==> config.mk <==
export PLATFORM = sky130hd
export DESIGN_NAME = apb_fsm_controller_flat
export DESIGN_NICKNAME = d
export VERILOG_FILES = /design/src/rtl/apb_fsm_controller_if.sv /design/src/rtl/apb_fsm_controller.sv /design/src/flat_wrapper.sv
export SDC_FILE = /design/constraint.sdc
export NUM_CORES = 1
export LEC_CHECK = 0
export ABC_AREA = 1
export CAP_MARGIN = 5
export CORE_ASPECT_RATIO = 1.75
export CORE_MARGIN = 2
export CORE_UTILIZATION = 26
export CTS_CLUSTER_DIAMETER = 150
export CTS_CLUSTER_SIZE = 14
export DETAILED_ROUTE_END_ITERATION = 16
export REMOVE_ABC_BUFFERS = 1
export SYNTH_ARGS = -nofsm -noshare
export SYNTH_HDL_FRONTEND = slang
export SYNTH_SLANG_ARGS = --single-unit
==> constraint.sdc <==
create_clock -name Hclk -period 1.8 [get_ports Hclk]
set_input_delay 0.18 -clock Hclk [delete_from_list [all_inputs] [get_ports Hclk]]
set_output_delay 0.18 -clock Hclk [all_outputs]
set_load 0.02 [all_outputs]
==> src/rtl/apb_fsm_controller_if.sv <==
// AHB-slave-side inputs and APB master outputs of the bridge controller.
// slave modport is the controller's view; master modport is the driver's view.
interface apb_fsm_controller_if #(
  parameter int ADDR_W = 32,
  parameter int DATA_W = 32,
  parameter int NSEL   = 3
);
  logic              valid;
  logic              Hwrite;
  logic              Hwritereg;
  logic [ADDR_W-1:0] Haddr;
  logic [ADDR_W-1:0] Haddr1;
  logic [ADDR_W-1:0] Haddr2;
  logic [DATA_W-1:0] Hwdata;
  logic [DATA_W-1:0] Hwdata1;
  logic [NSEL-1:0]   tempselx;

  logic [NSEL-1:0]   Pselx;
  logic              Penable;
  logic              Pwrite;
  logic [ADDR_W-1:0] Paddr;
  logic [DATA_W-1:0] Pwdata;
  logic              Hreadyout;

  modport slave (
    input  valid, Hwrite, Hwritereg, Haddr, Haddr1, Haddr2, Hwdata, Hwdata1, tempselx,
    output Pselx, Penable, Pwrite, Paddr, Pwdata, Hreadyout
  );

  modport master (
    output valid, Hwrite, Hwritereg, Haddr, Haddr1, Haddr2, Hwdata, Hwdata1, tempselx,
    input  Pselx, Penable, Pwrite, Paddr, Pwdata, Hreadyout
  );
endinterface

==> src/rtl/apb_fsm_controller.sv <==
// AHB-to-APB bridge control FSM: setup/enable APB phases, all outputs registered.
// Read setup one cycle after valid, writes wait one cycle for data; Hreadyout low during each setup.
module apb_fsm_controller #(
  parameter int ADDR_W = 32,
  parameter int DATA_W = 32,
  parameter int NSEL   = 3
) (
  input  logic                 Hclk,
  input  logic                 Hresetin,
  apb_fsm_controller_if.slave  bus
);

  typedef enum logic [2:0] {
    ST_IDLE,
    ST_WWAIT,
    ST_READ,
    ST_WRITE,
    ST_WRITEP,
    ST_RENABLE,
    ST_WENABLE,
    ST_WENABLEP
  } state_t;

  state_t            r_state;
  logic [NSEL-1:0]   r_pselx;
  logic              r_penable;
  logic              r_pwrite;
  logic [ADDR_W-1:0] r_paddr;
  logic [DATA_W-1:0] r_pwdata;
  logic              r_hreadyout;

  logic w_rd_req;
  logic w_wr_req;

  assign w_rd_req = bus.valid & ~bus.Hwrite;
  assign w_wr_req = bus.valid &  bus.Hwrite;

  always_ff @(posedge Hclk) begin
    if (Hresetin) begin
      r_state     <= ST_IDLE;
      r_pselx     <= '0;
      r_penable   <= 1'b0;
      r_pwrite    <= 1'b0;
      r_paddr     <= '0;
      r_pwdata    <= '0;
      r_hreadyout <= 1'b1;
    end else begin
      case (r_state)
        ST_IDLE, ST_RENABLE, ST_WENABLE: begin
          if (w_rd_req) begin
            r_state     <= ST_READ;
            r_paddr     <= bus.Haddr;
            r_pwrite    <= 1'b0;
            r_pselx     <= bus.tempselx;
            r_penable   <= 1'b0;
            r_hreadyout <= 1'b0;
          end else if (w_wr_req) begin
            r_state     <= ST_WWAIT;
            r_pselx     <= '0;
            r_penable   <= 1'b0;
            r_hreadyout <= 1'b1;
          end else begin
            r_state     <= ST_IDLE;
            r_pselx     <= '0;
            r_penable   <= 1'b0;
            r_hreadyout <= 1'b1;
          end
        end

        // Write data arrives this cycle; the address is one cycle old.
        ST_WWAIT: begin
          r_state     <= bus.valid ? ST_WRITEP : ST_WRITE;
          r_paddr     <= bus.Haddr1;
          r_pwdata    <= bus.Hwdata;
          r_pwrite    <= 1'b1;
          r_pselx     <= bus.tempselx;
          r_penable   <= 1'b0;
          r_hreadyout <= 1'b0;
        end

        ST_READ: begin
          r_state     <= ST_RENABLE;
          r_penable   <= 1'b1;
          r_hreadyout <= 1'b1;
        end

        ST_WRITE: begin
          r_state     <= bus.valid ? ST_WENABLEP : ST_WENABLE;
          r_penable   <= 1'b1;
          r_hreadyout <= 1'b1;
        end

        ST_WRITEP: begin
          r_state     <= ST_WENABLEP;
          r_penable   <= 1'b1;
          r_hreadyout <= 1'b1;
        end

        // Pipelined transfer was captured during the stall, so use the delayed copies.
        ST_WENABLEP: begin
          if (!bus.Hwritereg) begin
            r_state     <= ST_READ;
            r_paddr     <= bus.Haddr1;
            r_pwrite    <= 1'b0;
            r_pselx     <= bus.tempselx;
            r_penable   <= 1'b0;
            r_hreadyout <= 1'b0;
          end else begin
            r_state     <= bus.valid ? ST_WRITEP : ST_WRITE;
            r_paddr     <= bus.Haddr2;
            r_pwdata    <= bus.Hwdata1;
            r_pwrite    <= 1'b1;
            r_pselx     <= bus.tempselx;
            r_penable   <= 1'b0;
            r_hreadyout <= 1'b0;
          end
        end

        default: begin
          r_state     <= ST_IDLE;
          r_pselx     <= '0;
          r_penable   <= 1'b0;
          r_hreadyout <= 1'b1;
        end
      endcase
    end
  end

  assign bus.Pselx     = r_pselx;
  assign bus.Penable   = r_penable;
  assign bus.Pwrite    = r_pwrite;
  assign bus.Paddr     = r_paddr;
  assign bus.Pwdata    = r_pwdata;
  assign bus.Hreadyout = r_hreadyout;

  // APB protocol invariants
  a_enable_after_setup: assert property (@(posedge Hclk) disable iff (Hresetin)
    r_penable |-> $past((|r_pselx) && !r_penable));

  a_stable_in_enable: assert property (@(posedge Hclk) disable iff (Hresetin)
    r_penable |-> ($stable(r_paddr) && $stable(r_pwrite) && $stable(r_pwdata)));

  a_sel_onehot: assert property (@(posedge Hclk) disable iff (Hresetin)
    $onehot0(r_pselx));

endmodule

==> src/flat_wrapper.sv <==
// flat-port wrapper written by rule: the top's interface ports become plain ports
module apb_fsm_controller_flat 
#(
  parameter int ADDR_W = 32,
  parameter int DATA_W = 32,
  parameter int NSEL   = 3
)
  (Hclk, Hresetin, bus_valid, bus_Hwrite, bus_Hwritereg, bus_Haddr, bus_Haddr1, bus_Haddr2, bus_Hwdata, bus_Hwdata1, bus_tempselx, bus_Pselx, bus_Penable, bus_Pwrite, bus_Paddr, bus_Pwdata, bus_Hreadyout);
  apb_fsm_controller_if #(.ADDR_W(ADDR_W), .DATA_W(DATA_W), .NSEL(NSEL)) bus_i ();
  input  logic Hclk;
  input  logic Hresetin;
  input wire logic [$bits(bus_i.valid)-1:0] bus_valid;
  input wire logic [$bits(bus_i.Hwrite)-1:0] bus_Hwrite;
  input wire logic [$bits(bus_i.Hwritereg)-1:0] bus_Hwritereg;
  input wire logic [$bits(bus_i.Haddr)-1:0] bus_Haddr;
  input wire logic [$bits(bus_i.Haddr1)-1:0] bus_Haddr1;
  input wire logic [$bits(bus_i.Haddr2)-1:0] bus_Haddr2;
  input wire logic [$bits(bus_i.Hwdata)-1:0] bus_Hwdata;
  input wire logic [$bits(bus_i.Hwdata1)-1:0] bus_Hwdata1;
  input wire logic [$bits(bus_i.tempselx)-1:0] bus_tempselx;
  output wire logic [$bits(bus_i.Pselx)-1:0] bus_Pselx;
  output wire logic [$bits(bus_i.Penable)-1:0] bus_Penable;
  output wire logic [$bits(bus_i.Pwrite)-1:0] bus_Pwrite;
  output wire logic [$bits(bus_i.Paddr)-1:0] bus_Paddr;
  output wire logic [$bits(bus_i.Pwdata)-1:0] bus_Pwdata;
  output wire logic [$bits(bus_i.Hreadyout)-1:0] bus_Hreadyout;
  assign bus_i.valid = bus_valid;
  assign bus_i.Hwrite = bus_Hwrite;
  assign bus_i.Hwritereg = bus_Hwritereg;
  assign bus_i.Haddr = bus_Haddr;
  assign bus_i.Haddr1 = bus_Haddr1;
  assign bus_i.Haddr2 = bus_Haddr2;
  assign bus_i.Hwdata = bus_Hwdata;
  assign bus_i.Hwdata1 = bus_Hwdata1;
  assign bus_i.tempselx = bus_tempselx;
  assign bus_Pselx = bus_i.Pselx;
  assign bus_Penable = bus_i.Penable;
  assign bus_Pwrite = bus_i.Pwrite;
  assign bus_Paddr = bus_i.Paddr;
  assign bus_Pwdata = bus_i.Pwdata;
  assign bus_Hreadyout = bus_i.Hreadyout;
  apb_fsm_controller #(.ADDR_W(ADDR_W), .DATA_W(DATA_W), .NSEL(NSEL)) u_core (.Hclk(Hclk), .Hresetin(Hresetin), .bus(bus_i));
endmodule
## After elaboration in Yosys (flattened, before gate mapping)

Index checks and enable logic that the tools add are counted.

| storage, ports and cells | value |
|---|---|
| register bits | 73 |
| latch bits | 0 |
| memory bits (writable) | 0 |
| memory bits (read-only) | 0 |
| input port bits | 168 |
| output and inout bits | 70 |
| memories | 0 |

| cells by class | value |
|---|---|
| add/sub/neg operators | 0 |
| multiply operators | 0 |
| div/mod/pow operators | 0 |
| order comparisons | 0 |
| eq/ne operators | 9 |
| shift operators | 0 |
| multiplexer cells | 19 |
| bitwise logic cells | 3 |
| reductions and logical operators | 10 |

Operator list:

| kind | count |
|---|---|
| two-way mux 32 bit | 3 |
| case mux 32 bit (3 select lines) | 1 |
| case mux 32 bit (2 select lines) | 1 |
| case mux 3 bit (6 select lines) | 1 |
| == test 3 bit (second input constant) | 4 |
| two-way mux 3 bit | 4 |
| == test 3 x 2 -> 1 bit (second input constant) | 2 |
| case mux 1 bit (3 select lines) | 2 |
| case mux 3 bit (2 select lines) | 1 |
| OR reduction 3 bit | 2 |
| two-way mux 1 bit | 5 |
| OR reduction 5 bit | 1 |
| AND reduction 2 bit | 2 |
| nonzero test 2 bit | 2 |
| == test 3 x 1 -> 1 bit (second input constant) | 1 |
| logical NOT 3 bit | 1 |
| nonzero test 3 bit | 1 |
| bitwise AND 1 bit | 2 |
| != test 2 x 1 -> 1 bit (second input constant) | 1 |
| != test 2 bit (second input constant) | 1 |
| case mux 1 bit (2 select lines) | 1 |
| OR reduction 2 bit | 1 |
| NOT 1 bit | 1 |

## Depth between registers and ports, before layout

Gate-level depths: netlist of run 1.

| depth | value |
|---|---|
| word-level depth | 4 |
| mapped depth | 10 |

## Worst setup path before layout of run 1

No wires, ideal clock.

| timing | value |
|---|---|
| path type | flip-flop to flip-flop |
| start point | register u_core.r_state[2] |
| end point | register u_core.r_paddr[0], in the netlist u_core.bus.Paddr[0] |
| library setup time | 0.113 ns |
| data arrival time | 1.210 ns |
| data required time | 1.687 ns |
| setup slack | 0.477 ns |
| cell stages (with the launch flop) | 10 |
| path buffers | 2 |
| path through | dfxtp_1 > inv_1 > nand3_1 > nand3_2 > inv_2 > nand2_1 > buf_4 > buf_2 > nor2_1 > nor2_1 |

| on the way | value |
|---|---|
| longest elaborated chain between the ends | 4 |

RTL lines:

| item | RTL line | source |
|---|---|---|
| start: declaration | apb_fsm_controller.sv:24 | `state_t r_state;` |
| start signal: assignment | apb_fsm_controller.sv:72 | `r_state <= bus.valid ? ST_WRITEP : ST_WRITE;` |
| start signal: assignment | apb_fsm_controller.sv:88 | `r_state <= bus.valid ? ST_WENABLEP : ST_WENABLE;` |
| start signal: assignment | apb_fsm_controller.sv:109 | `r_state <= bus.valid ? ST_WRITEP : ST_WRITE;` |
| == test 3 bit / logical NOT 3 bit (equally long branches) | apb_fsm_controller.sv:48 | `case (r_state)` |
| OR reduction 3 bit | apb_fsm_controller.sv:48 |  |
| != test 2 x 1 -> 1 bit (no source line) / nonzero test 3 bit (equally long branches) | n/a |  |
| AND reduction 2 bit (no source line) | n/a |  |
| end signal: assignment | apb_fsm_controller.sv:52 | `r_paddr <= bus.Haddr;` |
| end signal: assignment | apb_fsm_controller.sv:73 | `r_paddr <= bus.Haddr1;` |
| end signal: assignment | apb_fsm_controller.sv:103 | `r_paddr <= bus.Haddr1;` |
| end: declaration | apb_fsm_controller.sv:28 | `logic [ADDR_W-1:0] r_paddr;` |

Parallel ways exist; a longest one is shown, timed or not.
A chain may end at the register's enable or synchronous reset.

## Worst setup path after layout of run 1

| timing | value |
|---|---|
| start point | register u_core.r_state[1] |
| end point | register u_core.r_state[0] |

| on the way | value |
|---|---|
| longest elaborated chain between the ends | 3 |

RTL lines:

| item | RTL line |
|---|---|
| == test 3 bit / logical NOT 3 bit (equally long branches) | apb_fsm_controller.sv:48 |
| OR reduction 3 bit | apb_fsm_controller.sv:48 |
| case mux 3 bit (6 select lines) (*) | apb_fsm_controller.sv:48 |

Every way passes the cells marked *; elsewhere a longest branch is shown, timed or not.

==> impl_metrics.py, run 1 <==
metrics = {
    "outcome": {
        "status": "completed",
    },
    "setup_path": {
        "cp_slowest_cell": "dfxtp_1",
        "max_stage_delay_ns": 0.46,
        "end_kind": "register",
        "cp_num_buf_inv": 3,
        "worstPathCellList": "nand3_4, inv_2, nand2_1, nand2_2, buf_12, nand2_1, nand3_1, nand2_1, inv_1",
        "crit_fanout": 65,
        "cpLargestDelayFamily": "simple AND/OR/NAND/NOR gates",
        "crit_path_frequent_cell": "nand2_1",
        "required_ns": 2.08,
        "cp-start-kind": "register",
        "critPathKind": "reg2reg",
        "cp.arrival_ns": 1.80,
    },
    "cts": {
        "cts_tree": "built",
        "htree_levels": 3,
        "post_cts_buffers": 0,
        "cts_buffers": 9,
        "cts_resized": 0,
        "cts_sinks": 73,
        "clk_pin_slew_ns": 0.06,
        "cts_max_path_buffers": 2,
        "clockRootBuffer": "clkbuf_16",
        "cts_hold_repair.buffers": 0,
        "clock_latency_ns": 0.33,
    },
    "global_routing": {
        "grt.busiest_layer": "met2",
        "met3_usage_pct": 4.21,
        "grt_use_total_pct": 17.3,
        "grt_max_degree": 67,
        "first_global_vias": 4868,
        "antenna_found_initial": 0,
        "grt_overflow": 0,
        "grtUsageMet2_pct": 33.5,
        "grt_first_pass_wirelength_um": 23300,
        "grt_use_met1_pct": 17.5,
    },
    "drt": {
        "vias_per_cell": 4.49,
        "drt_first_pass_iters": 4,
        "wl_per_cell_um": 13.7,
        "route.detailed.drc": 0,
        "ant_nets": 0,
        "dr_total_vias": 4778,
        "drtIter0Drc": 113,
        "finalWirelength_um": 14600,
    },
    "floorplanning": {
        "die_area_um2": 16900,
        "initial_core_util_pct": 26.7,
        "fp-row-count": 60,
        "die_x_um": 99.2,
        "fp.dieH_um": 171,
        "ioPinCount": 238,
        "core_area_um2": 15500,
    },
    "layout": {
        "multi_input_area_um2": 2190,
        "seq_area_um2": 1460,
        "drive_gt1_share_pct": 5.24,
        "fill_cells": 1618,
        "final_util_pct": 45.4,
        "fin_nets": 1041,
        "area.growth.synth_to_final_pct": 70.1,
        "n_antenna_cell": 0,
    },
    "synthesis": {
        "synth_top_area_share_pct": 35.4,
        "synth_largest_area_cell": "dfxtp_1",
        "yosysMostFrequentCell": "nand2_1",
        "synthTopCellsByArea": "dfxtp_1 35%, nand2_1 17%, nand3_1 8.6%",
        "ys_seq_area_share_pct": 35.4,
        "synthArstFlopShare_pct": 0,
        "synth_top_flop_cell": "dfxtp_1",
        "ys_ff_latch": 73,
        "postSynthCellCount": 652,
        "synth.top_cells.by_count": "182 x nand2_1, 73 x dfxtp_1, 71 x inv_1, 71 x nand3_1, 71 x nor2_1",
        "synth_area_um2": 4120,
        "yosys_warnings": 0,
        "synth.avg_cell_area_um2": 6.33,
        "synth_cell_type_count": 20,
        "synth_edf_count": 0,
    },
    "sta": {
        "fmax_ghz": 0.654,
        "setup_tns_ns": 0,
        "finalMaxSlewViolations": 0,
        "skew_ns": 0.00923,
        "finalHoldViolations": 0,
        "grt_setup_unrepaired": "false",
        "worst_pin_slew_ns": 0.358,
        "min_period_ns": 1.53,
        "relSlewSlack_pct": 76.1,
        "setup_viol": 0,
        "setup_ws_ns": 0.271,
        "fin_crit_sh_pct": 84.9,
        "fin_hold_ws_ns": 0.395,
    },
    "flow_run": {
        "maxCapViolCount": 0,
    },
    "placed_design": {
        "dp_worst_setup_slack_ns": 0.121,
        "port_buffers": 237,
        "place_congestion": 0.750,
        "dp_hpwl_um": 10900,
    },
    "power": {
        "finalPower_mw": 9.67,
        "pwr_density_cell_nw_per_um2": 1380,
        "cellLeakagePower_nw": 3.29,
        "irDropWorstVdd_uv": 651,
    },
    "min_path": {
        "hold_path_class": "in2reg",
    },
}
[stage by stage]
| stage | std cells | instance area, um2 |
|---|---|---|
| 2_1_floorplan | 608 | 3910 |
| 3_3_place_gp | 1048 | 6730 |
| 3_5_place_dp | 1048 | 6730 |
| 4_1_cts | 1064 | 7020 |
| 5_1_grt | 1064 | 7020 |
| 6_report | 1064 | 7020 |
[area by class of cell]
type | instances | area share, %
multi-input combinational | 461 | 31.2
tap | 186 | 3.32
sequential | 73 | 20.8
timing repair buffer | 254 | 36.6
inverter | 74 | 3.96
clock inverter | 5 | 0.571
clock buffer | 11 | 3.46
[per-layer routing]
metal,wire (um),vias up
li1,-,2500
met1,5360,2105
met2,7830,150
met3,948,23
met4,416,0
met5,0,-
[state kept, by name, summed over array words and instances, names as in the netlist]
| signal | cells |
|---|---|
| u_core.bus.Hreadyout | 1 |
| u_core.bus.Pselx | 3 |
| u_core.bus.Pwrite | 1 |
| u_core.bus.Penable | 1 |
| u_core.bus.Paddr | 32 |
| u_core.r_state | 3 |
| u_core.bus.Pwdata | 32 |
[layout by cell type (no fill, tap or decap), drive strengths merged]
master         Yosys  routed
clkdlybuf4s50      0     236
nand2            182     182
inv               74      75
nand3             74      74
dfxtp             73      73
nor2              72      72
o21ai             64      64
a21oi             34      34
mux2i             32      32
buf               27      18
clkbuf            17      11
clkinvlp           0       3
or2                1       1
nor3b              1       1
nand4              1       1
clkinv             0       1
[path summary, 6_finish.rpt]
path	endpoint	startpoint	depth (start not counted)	slack (ns)
max	u_core.r_state[0]	u_core.r_state[1]	9	0.27
min	u_core.bus.Pselx[1]	bus_tempselx[1]	3	0.40
max reg2reg	u_core.r_state[0]	u_core.r_state[1]	9	0.27
min reg2reg	u_core.bus.Pselx[0]	u_core.bus.Pselx[0]	2	0.46
[power by group]
part           switching (mW)  internal [mW]
clock network           0.716          0.979
registers               0.344           2.30
logic                    2.96           2.37
[worst min-delay path, delay by kind of cell]
kind | cells | cell delay (ns)
buffers and inverters | 1 | 0.39
AND/OR/NAND/NOR | 2 | 0.10
[logic make-up (layout without fill, tap and decap cells)]
family          Yosys count  count (layout)  synth area share (%)
simple gates            331             331                  33.0
buf+inv                 118             344                  11.9
mux                      32              32                  7.77
compound gates           98              98                  11.9
flops                    73              73                  35.4
(Power assumes the default switching activity.)
==> run 2: changes to the inputs <==
==> constraint.sdc (replaced) <==
create_clock -name Hclk -period 1.5 [get_ports Hclk]
set_input_delay 0.15 -clock Hclk [delete_from_list [all_inputs] [get_ports Hclk]]
set_output_delay 0.15 -clock Hclk [all_outputs]
set_load 0.02 [all_outputs]
==> run 2 against run 1 <==
Effect of this change:
- wire length rose by 4.3%
- non-clock buffer count up 11
- setup slack got worse by 0.23 ns
- critical path depth fell by 8
- combinational power grew 27%
- sequential share of layout area shrank 0.35 points
- utilization rose by 0.89 points
- die area is the same
==> impl_metrics.py, run 2 (synthesis gave the netlist of run 1 again) <==
metrics = {
    "sta": {
        "fin_hold_ws_ns": 0.364,
        "min_period_ns": 1.46,
        "finalHoldViolations": 0,
        "setup_tns_ns": 0,
        "grt_setup_unrepaired": "true",
        "fmax_ghz": 0.683,
        "relSlewSlack_pct": 76.2,
        "setup_viol": 0,
        "finalMaxSlewViolations": 0,
        "setup_ws_ns": 0.0367,
        "worst_pin_slew_ns": 0.357,
        "skew_ns": 0.00957,
        "fin_crit_sh_pct": 97.6,
    },
    "layout": {
        "n_antenna_cell": 0,
        "fin_nets": 1052,
        "final_util_pct": 46.3,
        "finalNonFillerCells": 1075,
        "drive_gt1_share_pct": 6.86,
        "layout_common_cells": "229 x clkdlybuf4s50_1, 180 x nand2_1, 70 x inv_1, 70 x nor2_1, 70 x dfxtp_1",
        "area.growth.synth_to_final_pct": 73.5,
        "fill_cells": 1593,
        "layout_commonest_cell": "clkdlybuf4s50_1",
        "finalInstanceArea_um2": 7150,
    },
    "placed_design": {
        "dp_hpwl_um": 11100,
        "dp_worst_setup_slack_ns": -0.126,
        "port_buffers": 237,
        "place_congestion": 0.774,
        "place_inst": 1058,
        "placed_cell_area_um2": 6810,
    },
    "global_routing": {
        "antenna_found_initial": 0,
        "first_global_vias": 4703,
        "grt_max_degree": 47,
        "grt_first_pass_wirelength_um": 23200,
        "grt_use_total_pct": 17.3,
        "grt_overflow": 0,
    },
    "drt": {
        "dr_total_vias": 4765,
        "wl_met3_um": 963,
        "route.detailed.drc": 0,
        "ant_nets": 0,
        "drtIter0Drc": 121,
        "dr.max_layer_used": "met4",
        "drt-met1-wl_um": 5740,
        "wl_met2_um": 8210,
        "wl_per_cell_um": 14.1,
        "finalWirelength_um": 15200,
        "drt_first_pass_iters": 4,
        "vias_per_cell": 4.43,
    },
    "floorplanning": {
        "core_area_um2": 15500,
        "fp.dieH_um": 171,
        "die_x_um": 99.2,
        "ioPinCount": 238,
        "die_area_um2": 16900,
        "initial_core_util_pct": 26.7,
        "fp-row-count": 60,
    },
    "cts": {
        "clockRootBuffer": "clkbuf_16",
        "cts_max_path_buffers": 2,
        "clk_pin_slew_ns": 0.06,
        "cts_sinks": 73,
        "cts_tree": "built",
        "cts_hold_repair.buffers": 0,
        "htree_levels": 3,
        "clock_latency_ns": 0.34,
        "cts_buffers": 9,
    },
    "setup_path": {
        "startpoint": "u_core.bus.Paddr[23]",
        "reg2reg_from": "u_core.r_state[2]",
        "crit_fanout": 2,
        "cp.arrival_ns": 1.31,
        "cp_slowest_cell": "clkdlybuf4s50_1",
        "max_stage_delay_ns": 0.65,
        "required_ns": 1.35,
        "cpLargestDelayFamily": "buffers and inverters",
        "worst_r2r_path_depth": 7,
        "cp-start-kind": "register",
        "worstPathCellList": "clkdlybuf4s50_1",
        "critPathKind": "reg2out",
        "cp_num_buf_inv": 1,
        "crit_cells": 1,
        "rrSetupSlack_ns": 0.13,
        "reg2reg_to": "u_core.bus.Paddr[27]",
        "endpoint": "bus_Paddr[23]",
        "end_kind": "output pin",
    },
    "power": {
        "pwr_density_cell_nw_per_um2": 1670,
        "cellLeakagePower_nw": 3.46,
        "finalPower_mw": 12.0,
        "irDropWorstVdd_uv": 633,
    },
    "flow_run": {
        "maxCapViolCount": 0,
    },
    "outcome": {
        "status": "completed",
    },
    "min_path": {
        "hold_path_class": "in2reg",
    },
}
-- run 2: routing by layer --
metal | vias to the layer above | global-route usage, %
met5 | - | 0
met4 | 0 | 5.48
met3 | 15 | 4.62
met2 | 143 | 33.4
met1 | 2080 | 17.7
li1 | 2527 | -
-- run 2: worst reg2reg max path, stage by stage, from the launching register on --
cell and delay, ns:
dfxtp_2 0.35, inv_1 0.13, nand3_1 0.19, buf_4 0.26, nand3_1 0.09, nand3_1 0.10, nor2_1 0.11, nor2_1 0.05
-- run 2: timing repair --
item / CTS / global route
setup buffers: 0 / 0
cloned: 0 / 1
setup endpoints to repair: 21 / 74
resized for setup: 1 / 15
-- run 2: worst min-delay path by stage --
| stage | start | endpoint | slack [ns] | cells after the start |
|---|---|---|---|---|
| after floorplan | Hresetin | u_core.r_state[2] | 0.22 | 1 |
| after global placement | u_core.bus.Pselx[1] | u_core.bus.Pselx[1] | 0.44 | 2 |
| after detailed placement | u_core.bus.Pselx[1] | u_core.bus.Pselx[1] | 0.44 | 2 |
| after CTS | bus_tempselx[2] | u_core.bus.Pselx[2] | 0.35 | 3 |
| after global routing | bus_tempselx[2] | u_core.bus.Pselx[2] | 0.39 | 3 |
| final | bus_tempselx[2] | u_core.bus.Pselx[2] | 0.36 | 3 |
-- run 2: final cells by class --
class | instances | area [um2] | area share [%]
inverter | 74 | 280 | 3.92
tap | 186 | 233 | 3.25
clock inverter | 6 | 43.8 | 0.612
clock buffer | 10 | 229 | 3.20
multi-input combinational | 461 | 2210 | 30.9
timing repair buffer | 265 | 2690 | 37.6
sequential | 73 | 1470 | 20.5
-- run 2: power by group --
group	switching, mW	internal (mW)
Combinational	3.71	3.07
Clock	0.876	1.12
Sequential	0.420	2.76
Total	5.00	6.95
